===== src/rtl/bs_gnrtr_n_rbtr_pkg.sv =====
// Shared types for the bus generator / arbiter.
// State encoding and destination-ID width used by every bus lane.
package bs_gnrtr_n_rbtr_pkg;

    localparam int ID_W = 8;

    typedef enum logic [1:0] {
        IDLE,
        POP,
        PUSH
    } bus_state_e;

endpackage


===== src/rtl/bs_gnrtr_n_rbtr_lane.sv =====
// bus_lane_arbiter: one bus, round-robin source pick, pop then push.
// Outputs are gated by reset so an aborted transfer never pulses.
module bus_lane_arbiter
    import bs_gnrtr_n_rbtr_pkg::*;
#(
    parameter int              drvrs     = 4,
    parameter int              pckg_sz   = 16,
    parameter logic [ID_W-1:0] broadcast = 8'hFF
) (
    input  logic                             clk,
    input  logic                             reset,
    input  logic [drvrs-1:0]                 pndng_i,
    input  logic [drvrs-1:0][pckg_sz-1:0]    d_pop_i,
    output logic [drvrs-1:0]                 pop_o,
    output logic [drvrs-1:0]                 push_o,
    output logic [pckg_sz-1:0]               d_push_o
);

    localparam int IW = (drvrs > 1) ? $clog2(drvrs) : 1;

    bus_state_e          state_q, state_d;
    logic [IW-1:0]       rr_q, rr_d;
    logic [IW-1:0]       src_q, src_d;
    logic [drvrs-1:0]    mask_q, mask_d;
    logic [pckg_sz-1:0]  dout_q, dout_d;

    logic                found;
    logic [IW-1:0]       pick;
    logic [ID_W-1:0]     id;
    logic [drvrs-1:0]    dmask;
    int                  j;

    always_comb begin
        found = 1'b0;
        pick  = '0;
        j     = 0;
        for (int k = 0; k < drvrs; k++) begin
            j = int'(rr_q) + k;
            if (j >= drvrs) j = j - drvrs;
            if (!found && pndng_i[j]) begin
                found = 1'b1;
                pick  = IW'(j);
            end
        end
    end

    // Broadcast reaches everyone but the source; out-of-range IDs reach nobody.
    always_comb begin
        id = d_pop_i[src_q][pckg_sz-1 -: ID_W];
        for (int d = 0; d < drvrs; d++) begin
            if (id == broadcast) dmask[d] = (d != int'(src_q));
            else                 dmask[d] = (int'(id) == d);
        end
    end

    always_comb begin
        state_d = state_q;
        rr_d    = rr_q;
        src_d   = src_q;
        mask_d  = mask_q;
        dout_d  = dout_q;
        unique case (state_q)
            IDLE: begin
                if (found) begin
                    src_d   = pick;
                    state_d = POP;
                end
            end
            POP: begin
                mask_d  = dmask;
                if (|dmask) dout_d = d_pop_i[src_q];
                state_d = PUSH;
            end
            PUSH: begin
                rr_d    = (int'(src_q) == drvrs - 1) ? '0 : src_q + IW'(1);
                mask_d  = '0;
                state_d = IDLE;
            end
            default: state_d = IDLE;
        endcase
    end

    always_ff @(posedge clk) begin
        if (reset) begin
            state_q <= IDLE;
            rr_q    <= '0;
            src_q   <= '0;
            mask_q  <= '0;
            dout_q  <= '0;
        end else begin
            state_q <= state_d;
            rr_q    <= rr_d;
            src_q   <= src_d;
            mask_q  <= mask_d;
            dout_q  <= dout_d;
        end
    end

    always_comb begin
        for (int d = 0; d < drvrs; d++) begin
            pop_o[d] = (state_q == POP) && !reset && (int'(src_q) == d);
        end
        push_o   = (state_q == PUSH && !reset) ? mask_q : '0;
        d_push_o = dout_q;
    end

endmodule


===== src/rtl/bs_gnrtr_n_rbtr.sv =====
// Multi-bus generator/arbiter: one independent bus_lane_arbiter per bus.
// Each lane's delivered packet is fanned out to all of its devices.
module bs_gnrtr_n_rbtr
    import bs_gnrtr_n_rbtr_pkg::*;
#(
    parameter int              bits      = 1,
    parameter int              drvrs     = 4,
    parameter int              pckg_sz   = 16,
    parameter logic [ID_W-1:0] broadcast = 8'hFF
) (
    input  logic                                       clk,
    input  logic                                       reset,
    input  logic [bits-1:0][drvrs-1:0]                 pndng,
    input  logic [bits-1:0][drvrs-1:0][pckg_sz-1:0]    D_pop,
    output logic [bits-1:0][drvrs-1:0]                 pop,
    output logic [bits-1:0][drvrs-1:0]                 push,
    output logic [bits-1:0][drvrs-1:0][pckg_sz-1:0]    D_push
);

    for (genvar g = 0; g < bits; g++) begin : g_bus
        logic [pckg_sz-1:0] dout;

        bus_lane_arbiter #(
            .drvrs     (drvrs),
            .pckg_sz   (pckg_sz),
            .broadcast (broadcast)
        ) u_lane (
            .clk      (clk),
            .reset    (reset),
            .pndng_i  (pndng[g]),
            .d_pop_i  (D_pop[g]),
            .pop_o    (pop[g]),
            .push_o   (push[g]),
            .d_push_o (dout)
        );

        for (genvar d = 0; d < drvrs; d++) begin : g_dev
            assign D_push[g][d] = dout;
        end
    end

endmodule


===== config.mk =====
export PLATFORM = sky130hd
export DESIGN_NAME = bs_gnrtr_n_rbtr
export DESIGN_NICKNAME = d
export VERILOG_FILES = /design/src/rtl/bs_gnrtr_n_rbtr_pkg.sv /design/src/rtl/bs_gnrtr_n_rbtr_lane.sv /design/src/rtl/bs_gnrtr_n_rbtr.sv
export SDC_FILE = /design/constraint.sdc
export NUM_CORES = 1
export LEC_CHECK = 0
export BUFFER_PORTS_ARGS = -buffer_cell sky130_fd_sc_hd__buf_2
export CAP_MARGIN = 15
export CORE_MARGIN = 2
export CORE_UTILIZATION = 43
export CTS_CLUSTER_DIAMETER = 30
export DETAILED_ROUTE_END_ITERATION = 12
export GPL_TIMING_DRIVEN = 0
export PLACE_DENSITY = 0.9
export SYNTH_ARGS = -nofsm -noshare
export SYNTH_HDL_FRONTEND = slang
export SYNTH_SLANG_ARGS = --single-unit

===== constraint.sdc =====
create_clock -name clk -period 2.78 [get_ports clk]
set_clock_uncertainty 0.1 [all_clocks]
set_input_delay 0.278 -clock clk [delete_from_list [all_inputs] [get_ports clk]]
set_output_delay 0.278 -clock clk [all_outputs]
set_load 0.005 [all_outputs]

==> impl_metrics.csv <==
group,metric,value,unit
yosys,ys_seq_elements,26,
worst_setup_path,crit_chain,"buf_6 > mux4_2 > nor4_2 > and2_4 > buf_6 > o211ai_1 > a21oi_1",
clock_tree,clkLatencyLatePin,0.27,ns
timing,setup_viol,0,
timing,layout_setup_ws,0.378,ns
routing,antenna_left,0,
final_layout,nFillCells,428,
clock_tree,cts_tree,"yes",
clock_tree,cts_hold_buf,0,
yosys,syn_inst,221,
global_route,antenna_found_initial,0,
global_route,overflow,0,
routing,detail_route.wl_per_cell,13.7,µm
placement,dp_hpwl,4.92,mm
timing,slew_headroom,64.9,%
yosys,synth_edf_count,0,
power_and_ir_drop,power_density,311,nW/µm²
power_and_ir_drop,peakVddDrop,393,µV
routing,routed_wl,5.93,mm
timing,drv_slew,0,
yosys,syn_avg_cell_area,9.65,µm²
die,die_h,74.4,µm
outcome,status,"finished clean",
worst_setup_path,critPathMaxStageDelay,0.59,ns
final_layout,antenna_cells,0,
timing,holdWs,0.245,ns
placement,dp_slack,0.0216,ns
timing,hold_violations,0,
placement,io_buffers,141,
die,rows,25,
die,die_area,5540,µm²
job,drv_cap,0,
yosys,synth.yosys.seq_area_share,24.4,%
global_route,grt_pass1_vias,1989,
worst_hold_path,hold_path_class,"in2reg",
routing,viasPerCell,4.91,
clock_tree,cts.sinks,26,
routing,drcViolationCount,0,
routing,drt_pass1_iterations,4,
routing,via_count,2116,
final_layout,seqCellArea,520,µm²
yosys,syn_area,2130,µm²
yosys,synth.distinct_cells,35,
die,die_width,74.4,µm
clock_tree,cts_resized,0,
die,pin_count,142,
timing,fmaxAchievable,416,MHz
yosys,async_reset_ff_share,0,%
final_layout,nNetsFinal,442,
worst_setup_path,crit_type,"reg2reg",
global_route,grt_usage,20.7,%
clock_tree,post_cts_buffers,0,
final_layout,multi_input_area,1150,µm²
final_layout,area_growth,40.0,%
power_and_ir_drop,power.total,0.928,mW
yosys,yosysWarnings,0,
final_layout,drive_gt1_share,62.1,%
clock_tree,cts_root_buf,"clkbuf_8",
placement,place_area,2920,µm²
worst_setup_path,crit_path_start_kind,"register",
final_layout,design_area,2990,µm²
routing,drt-initial-drc-count,122,
power_and_ir_drop,p_leak,1.57,nW
worst_setup_path,required,2.89,ns
worst_setup_path,cpMostUsedCell,"buf_6",
worst_setup_path,worstPathArrival,2.51,ns
worst_setup_path,crit_fanout,19,
clock_tree,cts_max_path_buffers,2,
timing,min_period,2.40,ns
die,core,4750,µm²
global_route,grt_max_degree,16,
global_route,grt_pass1_wl,8.99,mm
worst_setup_path,crit_path_top_delay_cell,"mux4_2",
yosys,synthFlopType,"dfxtp_1",
die,start_util,44.8,%
clock_tree,htreeDepth,1,
worst_setup_path,worst_setup_path_end_kind,"register",
final_layout,final_util,62.8,%
placement,dp_cells,429,
final_layout,fin_cells,431,
timing,rsz0062_at_grt,"false",
placement,place.gp.congestion,0.786,
clock_tree,clkSlewWorstSetupHoldPaths,0.09,ns
timing,worstMarginPinSlew,0.524,ns
clock_tree,cts_inserted_buffers,3,
timing,tns,0,ns
timing,period_share,86.4,%
yosys,syn-num-nets,298,
==> layout by cell type (no fill, tap or decap), types with 4 or more instances in the layout <==
| cell type | synthesis | routed |
|---|---|---|
| nand3_2 | 10 | 10 |
| o21ai_0 | 7 | 7 |
| dfxtp_1 | 26 | 26 |
| ha_1 | 7 | 7 |
| a21oi_1 | 13 | 13 |
| and2_1 | 8 | 8 |
| nand4_1 | 4 | 4 |
| nor2_1 | 9 | 9 |
| mux4_2 | 12 | 12 |
| nand2_1 | 18 | 18 |
| inv_1 | 9 | 9 |
| buf_2 | 2 | 143 |
| mux4_1 | 4 | 4 |
| o211ai_1 | 13 | 13 |
| buf_4 | 49 | 49 |
==> path summary, 6_finish.rpt <==
check	from	endpoint	slack, ns	cells after the start
setup / recovery	g_bus[0].u_lane.src_q[0]	g_bus[0].u_lane.d_push_o[4]	0.38	7
hold / removal	pndng[3]	g_bus[0].u_lane.src_q[0]	0.25	3
setup reg to reg	g_bus[0].u_lane.src_q[0]	g_bus[0].u_lane.d_push_o[4]	0.38	7
hold reg to reg	g_bus[0].u_lane.mask_q[0]	g_bus[0].u_lane.mask_q[0]	0.38	2
==> cell usage after synthesis, types with 7 or more instances <==
cell,n,share of area [%]
a21oi_1,13,3.1
dfxtp_1,26,24
o21ai_0,7,1.6
inv_1,9,1.6
buf_4,49,17
nand3_2,10,4.7
mux4_2,12,13
and2_1,8,2.3
nor2_1,9,1.6
nand2_1,18,3.2
o211ai_1,13,4.6
ha_1,7,4.1
==> sequential cells by signal, summed over array words and instances, names as in the netlist <==
signal                 count
g_bus.u_lane.d_push_o     16
g_bus.u_lane.state_q       2
g_bus.u_lane.rr_q          2
g_bus.u_lane.src_q         2
g_bus.u_lane.mask_q        4
==> cell families after synthesis <==
| logic type | share of synthesized area (%) |
|---|---|
| buffers and inverters | 21.6 |
| and+or+nand+nor | 19.0 |
| AOI/OAI and AO/OA | 11.9 |
| DFF | 24.4 |
| adders and majority gates | 4.11 |
| muxes | 19.0 |
==> critical path, delay by kind of cell, from the launching register on <==
kind                   cells  cell delay [ns]
AOI/OAI and AO/OA          2             0.27
buffers and inverters      2             0.40
DFF                        1             0.40
muxes                      1             0.59
and+or+nand+nor            2             0.57
==> layout make-up <==
type / count / area share, %
plain buffers: 56 / 14.0
clock inverters: 1 / 1.01
flip-flops and latches: 26 / 17.4
repair buffers: 141 / 23.6
inverters: 9 / 1.13
clock buffers: 3 / 1.38
multi-input cells: 128 / 38.6
well taps: 67 / 2.81
==> where the power goes <==
group | total (mW) | leakage [nW] | internal (mW) | switching [mW]
clock network | 0.314 | 0.0357 | 0.193 | 0.121
logic | 0.226 | 1.32 | 0.116 | 0.110
registers | 0.388 | 0.210 | 0.380 | 0.00780
total | 0.928 | 1.57 | 0.688 | 0.240
==> per-layer routing <==
layer	track usage, %	wire [µm]	vias to the layer above
li1	-	-	1040
met1	25.6	2340	965
met2	37.2	3050	103
met3	3.66	466	8
met4	5.56	60	0
met5	0	0	-
No activity file was read; power rests on OpenSTA's default activity.
